==> src/rtl/apb_master_controller_if.sv <==
// -----------------------------------------------------------------------------
// apb_master_controller_if
// Bundles the requester handshake, the one-cycle response and the shared APB
// fabric signals of apb_master_controller.
//   master modport : the controller's view (drives req_ready, rsp_*, APB outputs)
//   slave modport  : the environment's view (requester plus APB slaves)
// Request handshake: a request transfers on a rising pclk edge where
// req_valid && req_ready; req_valid must hold its payload until then.
// The response is a single-cycle rsp_valid pulse with no back-pressure.
// -----------------------------------------------------------------------------
interface apb_master_controller_if #(
  parameter int NO_OF_SLAVES  = 3,
  parameter int ADDRESS_WIDTH = 32,
  parameter int DATA_WIDTH    = 32
);
  logic                                 req_valid;
  logic                                 req_ready;
  logic                                 req_write;
  logic [ADDRESS_WIDTH-1:0]             req_addr;
  logic [DATA_WIDTH-1:0]                req_wdata;
  logic [DATA_WIDTH/8-1:0]              req_strb;
  logic [2:0]                           req_prot;

  logic                                 rsp_valid;
  logic [DATA_WIDTH-1:0]                rsp_rdata;
  logic                                 rsp_error;
  logic                                 rsp_timeout;

  logic [NO_OF_SLAVES-1:0]              psel;
  logic                                 penable;
  logic                                 pwrite;
  logic [ADDRESS_WIDTH-1:0]             paddr;
  logic [DATA_WIDTH-1:0]                pwdata;
  logic [DATA_WIDTH/8-1:0]              pstrb;
  logic [2:0]                           pprot;
  logic [NO_OF_SLAVES-1:0]              pready;
  logic [NO_OF_SLAVES-1:0]              pslverr;
  logic [NO_OF_SLAVES*DATA_WIDTH-1:0]   prdata;

  modport master (
    input  req_valid, req_write, req_addr, req_wdata, req_strb, req_prot,
    input  pready, pslverr, prdata,
    output req_ready, rsp_valid, rsp_rdata, rsp_error, rsp_timeout,
    output psel, penable, pwrite, paddr, pwdata, pstrb, pprot
  );

  modport slave (
    output req_valid, req_write, req_addr, req_wdata, req_strb, req_prot,
    output pready, pslverr, prdata,
    input  req_ready, rsp_valid, rsp_rdata, rsp_error, rsp_timeout,
    input  psel, penable, pwrite, paddr, pwdata, pstrb, pprot
  );
endinterface

==> src/rtl/apb_master_controller.sv <==
// -----------------------------------------------------------------------------
// apb_master_controller
// Single-master APB4 controller. Accepts requests over a valid/ready handshake,
// decodes the slave from the address (idx = addr >> SLAVE_REGION_BITS),
// sequences IDLE -> SETUP -> ACCESS, muxes the selected slave's
// pready/pslverr/prdata and returns a registered one-cycle response.
// Out-of-range addresses take a one-cycle DERR path without touching the bus.
// A wait-state watchdog aborts a transfer after TIMEOUT_CYCLES ACCESS cycles
// (0 disables it).
// Ports:
//   pclk      : clock, rising edge
//   preset_n  : asynchronous active-low reset
//   bus       : apb_master_controller_if.master (request, response, APB)
//   dbg_state : current FSM state (0 IDLE, 1 SETUP, 2 ACCESS, 3 DERR)
// -----------------------------------------------------------------------------
module apb_master_controller #(
  parameter int NO_OF_SLAVES      = 3,
  parameter int ADDRESS_WIDTH     = 32,
  parameter int DATA_WIDTH        = 32,
  parameter int SLAVE_REGION_BITS = 8,
  parameter int TIMEOUT_CYCLES    = 16
) (
  input  logic                   pclk,
  input  logic                   preset_n,
  apb_master_controller_if.master bus,
  output logic [1:0]             dbg_state
);

  localparam int STRB_W = DATA_WIDTH / 8;
  localparam int WAIT_W = (TIMEOUT_CYCLES > 1) ? $clog2(TIMEOUT_CYCLES) : 1;

  typedef enum logic [1:0] {
    ST_IDLE   = 2'd0,
    ST_SETUP  = 2'd1,
    ST_ACCESS = 2'd2,
    ST_DERR   = 2'd3
  } state_t;

  state_t state, state_nxt;

  logic [NO_OF_SLAVES-1:0]  psel_q;
  logic [ADDRESS_WIDTH-1:0] addr_q;
  logic                     write_q;
  logic [DATA_WIDTH-1:0]    wdata_q;
  logic [STRB_W-1:0]        strb_q;
  logic [2:0]               prot_q;
  logic [WAIT_W-1:0]        wait_cnt;

  logic                     rsp_valid_q;
  logic [DATA_WIDTH-1:0]    rsp_rdata_q;
  logic                     rsp_error_q;
  logic                     rsp_timeout_q;

  logic [ADDRESS_WIDTH-1:0] idx;
  logic                     decode_ok;
  logic [NO_OF_SLAVES-1:0]  dec_onehot;
  logic                     sel_ready;
  logic                     sel_err;
  logic [DATA_WIDTH-1:0]    sel_rdata;
  logic                     wd_hit;
  logic                     complete;
  logic                     ready_int;
  logic                     accept;

  // Address decode of the incoming request.
  always_comb begin
    idx        = bus.req_addr >> SLAVE_REGION_BITS;
    decode_ok  = idx < ADDRESS_WIDTH'(NO_OF_SLAVES);
    dec_onehot = '0;
    for (int i = 0; i < NO_OF_SLAVES; i++) begin
      dec_onehot[i] = (idx == ADDRESS_WIDTH'(i));
    end
  end

  // Only the latched selection is observed, so unselected slaves are ignored.
  always_comb begin
    sel_ready = |(bus.pready & psel_q);
    sel_err   = |(bus.pslverr & psel_q);
    sel_rdata = '0;
    for (int i = 0; i < NO_OF_SLAVES; i++) begin
      if (psel_q[i]) sel_rdata = sel_rdata | bus.prdata[i*DATA_WIDTH +: DATA_WIDTH];
    end
  end

  // wait_cnt is 0 in the first ACCESS cycle, so the TIMEOUT_CYCLES-th
  // ACCESS cycle sees TIMEOUT_CYCLES-1.
  assign wd_hit    = (TIMEOUT_CYCLES != 0) && (state == ST_ACCESS) && !sel_ready &&
                     (int'(wait_cnt) == TIMEOUT_CYCLES - 1);
  assign complete  = (state == ST_ACCESS) && sel_ready;
  assign ready_int = preset_n &&
                     ((state == ST_IDLE) || ((state == ST_ACCESS) && sel_ready && !wd_hit));
  assign accept    = bus.req_valid && ready_int;

  // FSM: state register
  always_ff @(posedge pclk or negedge preset_n) begin
    if (!preset_n) state <= ST_IDLE;
    else           state <= state_nxt;
  end

  // FSM: next state
  always_comb begin
    state_nxt = state;
    case (state)
      ST_IDLE:   if (accept) state_nxt = decode_ok ? ST_SETUP : ST_DERR;
      ST_SETUP:  state_nxt = ST_ACCESS;
      ST_ACCESS: begin
        if (complete)    state_nxt = accept ? (decode_ok ? ST_SETUP : ST_DERR) : ST_IDLE;
        else if (wd_hit) state_nxt = ST_IDLE;
      end
      ST_DERR:   state_nxt = ST_IDLE;
      default:   state_nxt = ST_IDLE;
    endcase
  end

  // FSM: outputs
  always_comb begin
    bus.req_ready   = ready_int;
    bus.psel        = ((state == ST_SETUP) || (state == ST_ACCESS)) ? psel_q : '0;
    bus.penable     = (state == ST_ACCESS);
    bus.pwrite      = write_q;
    bus.paddr       = addr_q;
    bus.pwdata      = wdata_q;
    bus.pstrb       = strb_q;
    bus.pprot       = prot_q;
    bus.rsp_valid   = rsp_valid_q;
    bus.rsp_rdata   = rsp_rdata_q;
    bus.rsp_error   = rsp_error_q;
    bus.rsp_timeout = rsp_timeout_q;
    dbg_state       = state;
  end

  // Request capture and wait-state counter. Strobes are zeroed for reads at
  // capture time so pstrb is 0 for the whole read transfer.
  always_ff @(posedge pclk or negedge preset_n) begin
    if (!preset_n) begin
      psel_q   <= '0;
      addr_q   <= '0;
      write_q  <= 1'b0;
      wdata_q  <= '0;
      strb_q   <= '0;
      prot_q   <= '0;
      wait_cnt <= '0;
    end else begin
      if (accept) begin
        psel_q  <= decode_ok ? dec_onehot : '0;
        addr_q  <= bus.req_addr;
        write_q <= bus.req_write;
        wdata_q <= bus.req_wdata;
        strb_q  <= bus.req_write ? bus.req_strb : '0;
        prot_q  <= bus.req_prot;
      end
      if ((state == ST_ACCESS) && !sel_ready && !wd_hit) wait_cnt <= wait_cnt + WAIT_W'(1);
      else                                                wait_cnt <= '0;
    end
  end

  // Registered one-cycle response.
  always_ff @(posedge pclk or negedge preset_n) begin
    if (!preset_n) begin
      rsp_valid_q   <= 1'b0;
      rsp_rdata_q   <= '0;
      rsp_error_q   <= 1'b0;
      rsp_timeout_q <= 1'b0;
    end else begin
      rsp_valid_q   <= 1'b0;
      rsp_rdata_q   <= '0;
      rsp_error_q   <= 1'b0;
      rsp_timeout_q <= 1'b0;
      if (complete) begin
        rsp_valid_q <= 1'b1;
        rsp_error_q <= sel_err;
        rsp_rdata_q <= (!write_q && !sel_err) ? sel_rdata : '0;
      end else if (wd_hit) begin
        rsp_valid_q   <= 1'b1;
        rsp_error_q   <= 1'b1;
        rsp_timeout_q <= 1'b1;
      end else if (state == ST_DERR) begin
        rsp_valid_q <= 1'b1;
        rsp_error_q <= 1'b1;
      end
    end
  end

endmodule

==> src/flat_wrapper.sv <==
// flat-port wrapper written by rule: the top's interface ports become plain ports
module apb_master_controller_flat 
#(
  parameter int NO_OF_SLAVES      = 3,
  parameter int ADDRESS_WIDTH     = 32,
  parameter int DATA_WIDTH        = 32,
  parameter int SLAVE_REGION_BITS = 8,
  parameter int TIMEOUT_CYCLES    = 16
)
  (pclk, preset_n, dbg_state, bus_req_valid, bus_req_write, bus_req_addr, bus_req_wdata, bus_req_strb, bus_req_prot, bus_pready, bus_pslverr, bus_prdata, bus_req_ready, bus_rsp_valid, bus_rsp_rdata, bus_rsp_error, bus_rsp_timeout, bus_psel, bus_penable, bus_pwrite, bus_paddr, bus_pwdata, bus_pstrb, bus_pprot);
  apb_master_controller_if #(.NO_OF_SLAVES(NO_OF_SLAVES), .ADDRESS_WIDTH(ADDRESS_WIDTH), .DATA_WIDTH(DATA_WIDTH)) bus_i ();
  input  logic pclk;
  input  logic preset_n;
  output logic [1:0] dbg_state;
  input wire logic [$bits(bus_i.req_valid)-1:0] bus_req_valid;
  input wire logic [$bits(bus_i.req_write)-1:0] bus_req_write;
  input wire logic [$bits(bus_i.req_addr)-1:0] bus_req_addr;
  input wire logic [$bits(bus_i.req_wdata)-1:0] bus_req_wdata;
  input wire logic [$bits(bus_i.req_strb)-1:0] bus_req_strb;
  input wire logic [$bits(bus_i.req_prot)-1:0] bus_req_prot;
  input wire logic [$bits(bus_i.pready)-1:0] bus_pready;
  input wire logic [$bits(bus_i.pslverr)-1:0] bus_pslverr;
  input wire logic [$bits(bus_i.prdata)-1:0] bus_prdata;
  output wire logic [$bits(bus_i.req_ready)-1:0] bus_req_ready;
  output wire logic [$bits(bus_i.rsp_valid)-1:0] bus_rsp_valid;
  output wire logic [$bits(bus_i.rsp_rdata)-1:0] bus_rsp_rdata;
  output wire logic [$bits(bus_i.rsp_error)-1:0] bus_rsp_error;
  output wire logic [$bits(bus_i.rsp_timeout)-1:0] bus_rsp_timeout;
  output wire logic [$bits(bus_i.psel)-1:0] bus_psel;
  output wire logic [$bits(bus_i.penable)-1:0] bus_penable;
  output wire logic [$bits(bus_i.pwrite)-1:0] bus_pwrite;
  output wire logic [$bits(bus_i.paddr)-1:0] bus_paddr;
  output wire logic [$bits(bus_i.pwdata)-1:0] bus_pwdata;
  output wire logic [$bits(bus_i.pstrb)-1:0] bus_pstrb;
  output wire logic [$bits(bus_i.pprot)-1:0] bus_pprot;
  assign bus_i.req_valid = bus_req_valid;
  assign bus_i.req_write = bus_req_write;
  assign bus_i.req_addr = bus_req_addr;
  assign bus_i.req_wdata = bus_req_wdata;
  assign bus_i.req_strb = bus_req_strb;
  assign bus_i.req_prot = bus_req_prot;
  assign bus_i.pready = bus_pready;
  assign bus_i.pslverr = bus_pslverr;
  assign bus_i.prdata = bus_prdata;
  assign bus_req_ready = bus_i.req_ready;
  assign bus_rsp_valid = bus_i.rsp_valid;
  assign bus_rsp_rdata = bus_i.rsp_rdata;
  assign bus_rsp_error = bus_i.rsp_error;
  assign bus_rsp_timeout = bus_i.rsp_timeout;
  assign bus_psel = bus_i.psel;
  assign bus_penable = bus_i.penable;
  assign bus_pwrite = bus_i.pwrite;
  assign bus_paddr = bus_i.paddr;
  assign bus_pwdata = bus_i.pwdata;
  assign bus_pstrb = bus_i.pstrb;
  assign bus_pprot = bus_i.pprot;
  apb_master_controller #(.NO_OF_SLAVES(NO_OF_SLAVES), .ADDRESS_WIDTH(ADDRESS_WIDTH), .DATA_WIDTH(DATA_WIDTH), .SLAVE_REGION_BITS(SLAVE_REGION_BITS), .TIMEOUT_CYCLES(TIMEOUT_CYCLES)) u_core (.pclk(pclk), .preset_n(preset_n), .bus(bus_i), .dbg_state(dbg_state));
endmodule
==> config.mk <==
export PLATFORM = sky130hd
export DESIGN_NAME = apb_master_controller_flat
export DESIGN_NICKNAME = d
export VERILOG_FILES = /design/src/rtl/apb_master_controller_if.sv /design/src/rtl/apb_master_controller.sv /design/src/flat_wrapper.sv
export SDC_FILE = /design/constraint.sdc
export NUM_CORES = 1
export LEC_CHECK = 0
export CAP_MARGIN = 15
export CORE_MARGIN = 2
export CORE_UTILIZATION = 34
export DETAILED_ROUTE_END_ITERATION = 16
export PLACE_DENSITY = 0.78
export RECOVER_POWER = 50
export SYNTH_ARGS = -nofsm -noshare
export SYNTH_HDL_FRONTEND = slang
export SYNTH_SLANG_ARGS = --single-unit
==> constraint.sdc <==
create_clock -name pclk -period 1.65 [get_ports pclk]
set_input_delay 0.165 -clock pclk [delete_from_list [all_inputs] [get_ports pclk]]
set_output_delay 0.165 -clock pclk [all_outputs]
set_load 0.01 [all_outputs]
==> results_dict.tcl <==
set metrics [dict create \
    vias_in_the_first_global_route 5032 \
    number_of_buffers_inserted_during_clock_tree_synthesis 17 \
    ys_seq_elements 116 \
    postLayoutSetupSlackWorst_ns -0.215 \
    crit_path_end_kind "register" \
    clk_transition_reported_paths_ns 0.06 \
    clkLatencyLatePin_ns 0.41 \
    io_pins 291 \
    tritoncts_clock_tree "yes" \
    final.hold.worst_slack_ns 0.274 \
    synth.area.mux_share_pct 0.212 \
    synth_nets 670 \
    power.density_mw_per_mm2 1400 \
    status "finished, violations left" \
    cts.sink_count 116 \
    min_from "bus_req_wdata[30]" \
    combPwrFrac_pct 38.1 \
    fmaxAchievable_mhz 536 \
    drt.antenna.violating_nets 0 \
    timing.final.max_slew_violations 0 \
    layout-drive-gt1-share_pct 16.4 \
    crit_path_category "register to register" \
    worstPathArrival_ns 2.17 \
    finalCritPeriodShare_pct 113 \
    rsz0062_at_grt "yes" \
    static-leakage-power_nw 4.30 \
    tightest_slew_ns 0.974 \
    port_buffers 290 \
    num_vias 5100 \
    worst_hold_path_type "primary input to register" \
    async_flop_share_pct 100 \
    layout-area-overhead-vs-synth_pct 99.6 \
    floorplan.die_area_sq_mm 0.0148 \
    detail_route.wirelength_um 19700 \
    post_layout_nonfiller_instances 1030 \
    layer_with_the_highest_usage_after_global_routing "met2" \
    placement_rows 43 \
    synth_top_family_by_area "simple AND/OR/NAND/NOR gates" \
    max-clock-path-buffers 2 \
    min_period_ns 1.86 \
    power_after_layout_w 0.0132 \
    power.share.sequential_pct 32.2 \
    failed_checks "setup timing" \
    globalplace.congestion 0.826 \
    yosys.area_share.xor_xnor_pct 0.371 \
    ys_warn_count 0 \
    clock_skew_ns 0.00548 \
    timing.final.setup_violations 96 \
    die_y_um 122 \
    wl_per_cell_um 19.2 \
    power.switching_w 0.00399 \
    cell_area_after_synthesis_sq_mm 0.00472 \
    multi_input_comb_area_sq_mm 0.00183 \
    area_fraction_in_and_or_nand_and_nor_cells_after_synthesis_pct 23.1 \
    ff_to_ff_start "u_core.psel_q[2]" \
    yosys.area_share.adder_pct 1.59 \
    all_layer_gr_usage_pct 22.5 \
    ys.flop_type "sky130_fd_sc_hd__dfrtp_1" \
    mostFrequentLayoutCells "283 x sky130_fd_sc_hd__clkdlybuf4s50_1, 217 x sky130_fd_sc_hd__nand2_1, 114 x sky130_fd_sc_hd__dfrtp_1" \
    max_cap_viol_count 0 \
    grt.met1_usage_pct 22.8 \
    mostFrequentLayoutCell "sky130_fd_sc_hd__clkdlybuf4s50_1" \
    drt_pass1_iterations 5 \
    critical_path_required_time_ns 1.95 \
    num_antenna_cells 0 \
    clock_h_tree_levels 4 \
    coreArea_sq_mm 0.0137 \
    synth-compound-area-share_pct 9.79 \
    synth.avg_cell_area_sq_um 9.68 \
    crit_path_start "u_core.psel_q[2]" \
    placed_cell_area_sq_mm 0.00808 \
    drt-vias-per-instance 4.95 \
    filler_cell_count 1020 \
    dp_cells 964 \
    ys_seq_area_share_pct 61.6 \
    timing_hold_violations_final 0 \
    cp-start-kind "register" \
    layout.area.seq_sq_mm 0.00291 \
    final_nets 1020 \
    pin_count_of_the_biggest_net_entering_global_routing 78 \
    crit_fanout 14 \
    final_area_sq_mm 0.00941 \
    global_route.usage.met3_pct 8.71 \
    synth-edff-count 0 \
    worst_slew_slack_as_a_fraction_of_its_limit_pct 35.1 \
    dpl.hpwl_um 12800 \
    pre_cts_ws_ns -0.329 \
    syn-instance-count 487 \
    grt_overflow 0 \
    grt_first_pass_wirelength_um 25600 \
    use_met2_pct 40.3 \
    vdd.ir_drop.worst_mv 0.959 \
    antenna_found_initial 0 \
    floorplan.initialDensity_pct 34.4 \
    synth_cell_types 31 \
    detailedRoute.firstIterationViolations 376 \
    die_w_um 122 \
    share_of_power_burned_in_the_clock_network_pct 29.7 \
    detail_route.drc_violations 0 \
    ctsRootBufferMaster "sky130_fd_sc_hd__clkbuf_16" \
    swShare_pct 30.3 \
    internal_power_w 0.00918 \
]
==> synthesized netlist by cell type (all sizes together), types with 2 or more instances <==
cell | count | area [sq um]
dfrtp | 116 | 2900
clkbuf | 20 | 75.1
ha | 6 | 75.1
o21a | 2 | 15.0
inv | 3 | 11.3
nor2b | 2 | 12.5
a22o | 2 | 17.5
nand3 | 7 | 35.0
buf | 11 | 73.8
a222oi | 34 | 340
a21o | 2 | 15.0
nor2 | 38 | 143
nor4 | 6 | 37.5
nand2 | 218 | 818
and2 | 3 | 18.8
o21ai | 4 | 20.0
==> worst max-delay path, cell delays in order (launching register included) <==
cell and delay (ns):
sky130_fd_sc_hd__dfrtp_1 0.41, sky130_fd_sc_hd__buf_4 0.17, sky130_fd_sc_hd__buf_12 0.14, sky130_fd_sc_hd__a22o_4 0.26, sky130_fd_sc_hd__buf_4 0.16, sky130_fd_sc_hd__o21a_4 0.27, sky130_fd_sc_hd__buf_12 0.17, sky130_fd_sc_hd__nand2_1 0.10
sky130_fd_sc_hd__nand2_1 0.06
==> what timing repair did <==
action / CTS / global route
setup buffers: 4 / 10
pin swaps: 2 / 8
cloned: 0 / 19
gates resized for setup: 23 / 45
endpoints found under the hold margin: 39 / 0
endpoints found under the setup margin: 113 / 111
hold buffers: 1 / 0
==> metrics by stage <==
stage | setup TNS (ns) | utilization [%]
6_report | -11.55 | 68.6
5_1_grt | -19.45 | 68.6
4_1_cts | -5.99 | 63.8
3_5_place_dp | -9.38 | 58.9
3_3_place_gp | -13.05 | 58.9
2_1_floorplan | 0 | -
==> cell type report <==
| type | count | share of cell area (%) |
|---|---|---|
| clock buffers | 19 | 4.81 |
| multi-input cells | 338 | 19.5 |
| inverters | 3 | 0.120 |
| well taps | 180 | 2.39 |
| clock inverters | 13 | 1.93 |
| repair buffers | 361 | 40.4 |
| flip-flops and latches | 116 | 30.9 |
==> per-layer routing <==
layer  share of wire (%)  wire length [um]  up-vias
met5                   0                 0        -
met4                 3.5               696        0
met3                 9.2              1810       49
met2                  53             10400      235
met1                  35              6850     2469
li1                    -                 -     2347
==> kinds of logic (layout without fill, tap and decap cells) <==
group / count (synthesis) / count (layout)
multiplexers: 1 / 1
AO/OA/AOI/OAI: 51 / 52
XOR/XNOR: 2 / 2
flip-flops: 116 / 116
adder cells (fa/ha/maj): 6 / 6
buffers and inverters: 34 / 396
AND/OR/NAND/NOR: 277 / 277
==> path summary, 6_finish.rpt <==
kind                                          to  slack, ns  cells after the start
min in group asynchronous     u_core.wait_cnt[0]       0.69                      3
setup / recovery            u_core.bus.paddr[31]      -0.21                      8
setup reg to reg            u_core.bus.paddr[31]      -0.21                      8
hold reg to reg              u_core.bus.pstrb[0]       0.47                      2
hold / removal             u_core.bus.pwdata[30]       0.27                      3
max in group asynchronous      u_core.bus.pwrite       0.10                      3
==> power groups by stage <==
stage / clock network (W) / registers [W] / logic, W
global placement: 0 / 0.00421 / 0.00425
finish: 0.00392 / 0.00424 / 0.00502
global route: 0.00410 / 0.00433 / 0.00538
detailed placement: 0 / 0.00426 / 0.00436
floorplan: 0 / 0.00462 / 0.00113
CTS: 0.00396 / 0.00424 / 0.00448
==> state kept, by name, summed over array words and instances (netlist names) <==
register and count:
u_core.dbg_state 2, u_core.bus.pwrite 1, u_core.bus.pstrb 4, u_core.bus.pwdata 32, u_core.bus.rsp_valid 1, u_core.bus.rsp_rdata 32, u_core.bus.pprot 3, u_core.psel_q 3
u_core.bus.paddr 32, u_core.wait_cnt 4, u_core.bus.rsp_error 1, u_core.bus.rsp_timeout 1
No activity file was read; power rests on OpenSTA's default activity.
==> patch (config.mk and constraints unchanged) <==
`NO_OF_SLAVES` is set to 3 in 3 places; all go to 6.
--- a/src/rtl/apb_master_controller_if.sv
+++ b/src/rtl/apb_master_controller_if.sv
@@ -9,7 +9,7 @@
 // The response is a single-cycle rsp_valid pulse with no back-pressure.
 // -----------------------------------------------------------------------------
 interface apb_master_controller_if #(
-  parameter int NO_OF_SLAVES  = 3,
+  parameter int NO_OF_SLAVES  = 6,
   parameter int ADDRESS_WIDTH = 32,
   parameter int DATA_WIDTH    = 32
 );
--- a/src/rtl/apb_master_controller.sv
+++ b/src/rtl/apb_master_controller.sv
@@ -14,7 +14,7 @@
 //   dbg_state : current FSM state (0 IDLE, 1 SETUP, 2 ACCESS, 3 DERR)
 // -----------------------------------------------------------------------------
 module apb_master_controller #(
-  parameter int NO_OF_SLAVES      = 3,
+  parameter int NO_OF_SLAVES      = 6,
   parameter int ADDRESS_WIDTH     = 32,
   parameter int DATA_WIDTH        = 32,
   parameter int SLAVE_REGION_BITS = 8,
--- a/src/flat_wrapper.sv
+++ b/src/flat_wrapper.sv
@@ -1,7 +1,7 @@
 // flat-port wrapper written by rule: the top's interface ports become plain ports
 module apb_master_controller_flat 
 #(
-  parameter int NO_OF_SLAVES      = 3,
+  parameter int NO_OF_SLAVES      = 6,
   parameter int ADDRESS_WIDTH     = 32,
   parameter int DATA_WIDTH        = 32,
   parameter int SLAVE_REGION_BITS = 8,
Ports: changed (resized bus_prdata, bus_pready, bus_psel and bus_pslverr); port bits go from 291 to 396. No check against the original RTL was run, so the function may have changed too.
==> patch against the original RTL <==
The run still ends with negative setup slack left; critical path depth is 1 lower; area after synthesis rose by 17%; sequential cell count is 3 higher; synthesized cell count shrank 10%; routed wire length up 39%; worst setup slack improved by 0.035 ns; sequential power increased by 7.3%; power rose by 11%; final area grew 25%; sequential share of layout area shrank 5.5 points; via count increased by 17%; critical path type unchanged; critical endpoint is now u_core.bus.paddr[8]; largest cell class unchanged.
==> patch: results (changes against the original RTL) <==
Max Used Layer -> met4
vias post-DR -> 5954 (+17%)
status -> complete, but fails checks
fin nets -> 1171 (+15%)
failing checks -> negative setup slack
Syn Nets -> 723 (+7.9%)
Max-slew headroom -> 42.44% (+7.4 points)
Min Hold Slack -> 0.3292 ns (+0.05493 ns)
first-pass GRT wire length -> 40.03 mm (+57%)
initial antenna violation count -> 1 (+1)
Synth top cells by count -> dfrtp_1, a22oi_1, mux2_2, a31oi_1, clkbuf_1
leakage -> 4.810 nW (+12%)
final worst slack -> -0.1792 ns (+0.03528 ns)
Post-Place Worst Slack -> -0.3940 ns (-0.06505 ns)
port buffer count -> 395 (+36%)
placed cell count -> 1065 (+10%)
post-synth cell types -> 41 (+32%)
Worst path slowest cell -> dfrtp_2
Worst EP arrival -> 2.12 ns (-0.05 ns)
combinational power -> 6.22 mW (+24%)
largest net degree at the start of global routing -> 61 (-22%)
GRT met3 Usage -> 8.218% (-0.49 points)
Flop+latch power -> 4.55 mW (+7.3%)
post-synthesis sequential area ratio -> 53.83% (-7.7 points)
Placer Congestion -> 0.9590 (+16%)
metal1 wirelength -> 10.59 mm (+55%)
vias in the first global route -> 6374 (+27%)
CP max FO -> 7 (-7)
final setup violation count -> 116 (+21%)
Hold EP -> u_core.bus.pstrb[1]
R2R cell count -> 7 (-1)
met3 wire len -> 1.977 mm (+9.0%)
WL final -> 27.44 mm (+39%)
critical path capture point -> u_core.bus.paddr[8]
Max VDD drop -> 0.001065 V (+11%)
met2 wire length -> 13.86 mm (+34%)
Area contributors post-synth -> dfrtp_1, a22oi_1, mux2_2, a31oi_1, mux2_1
Synth Instances -> 438 (-10%)
met2 usage -> 51.95% (+12 points)
delay-heaviest family, CP -> compound AO/OA/AOI/OAI gates
crit-path max cell delay -> 0.44 ns (+0.03 ns)
vias per cell -> 5.340 (+7.8%)
Hold Path Origin -> bus_req_strb[1]
All-Layer GR Usage -> 30.51% (+8.0 points)
Logic pwr share -> 42.4% (+4.3 points)
setup_tns -> -15.06 ns (-3.508 ns)
dpl hpwl -> 19.67 mm (+54%)
share of cells above drive strength 1 -> 25.50% (+9.1 points)
Net Switching -> 4.100 mW (+2.8%)
Worst Setup SP -> u_core.psel_q[1]
RR Startpoint -> u_core.psel_q[1]
GRT met1 Usage -> 36.61% (+14 points)
Detailed Route Iter0 Violations -> 329 (-13%)
==> patch: changes by cell type after synthesis, sizes merged, moves of 4 or more <==
| cell | before | now |
|---|---|---|
| nand2 | 218 | 6 |
| a22oi | 0 | 100 |
| mux2 | 0 | 69 |
| a222oi | 34 | 0 |
| a31oi | 1 | 34 |
| nor2 | 38 | 7 |
| inv | 3 | 11 |
| o2bb2ai | 0 | 6 |
| nor4 | 6 | 1 |
| and2 | 3 | 7 |
| mux2i | 1 | 5 |
| nand3 | 7 | 3 |
| or4 | 0 | 4 |
==> patch: worst register-to-register path: stages (launching register included) <==
cell	delay, ns
dfrtp_2	0.44
a22oi_4	0.24
a31oi_4	0.15
o21ai_4	0.19
buf_6	0.14
buf_16	0.13
buf_8	0.12
mux2_4	0.30
==> patch: cell type report <==
| type | instances | area (µm²) |
|---|---|---|
| Tap cell | 216 | 270.3 |
| Clock inverter | 8 | 146.4 |
| Antenna cell | 1 | 2.502 |
| Sequential cell | 119 | 2983 |
| Clock buffer | 23 | 467.9 |
| Timing Repair Buffer | 465 | 4767 |
| Inverter | 11 | 43.79 |
| Fill cell | 1039 | 4126 |
| Multi-Input combinational cell | 272 | 3078 |
==> patch: repair_timing <==
action,4_1_cts,5_1_grt
gates resized for setup,176,38
hold endpoints to repair,119,0
hold buffers,1,0
endpoints found under the setup margin,113,122
pin swaps,9,5
cloned,4,2
setup buffers,9,3
==> patch: cell families (layout without fill, tap and decap cells) <==
logic type	Yosys count	count (layout)	synth area share, %
simple gates	37	37	3.846
buf+inv	47	507	4.117
mux	74	74	14.95
xor+xnor	2	2	0.3167
compound gates	153	153	21.58
other cells	0	1	0
flops	119	119	53.83
fa+ha+maj	6	6	1.357
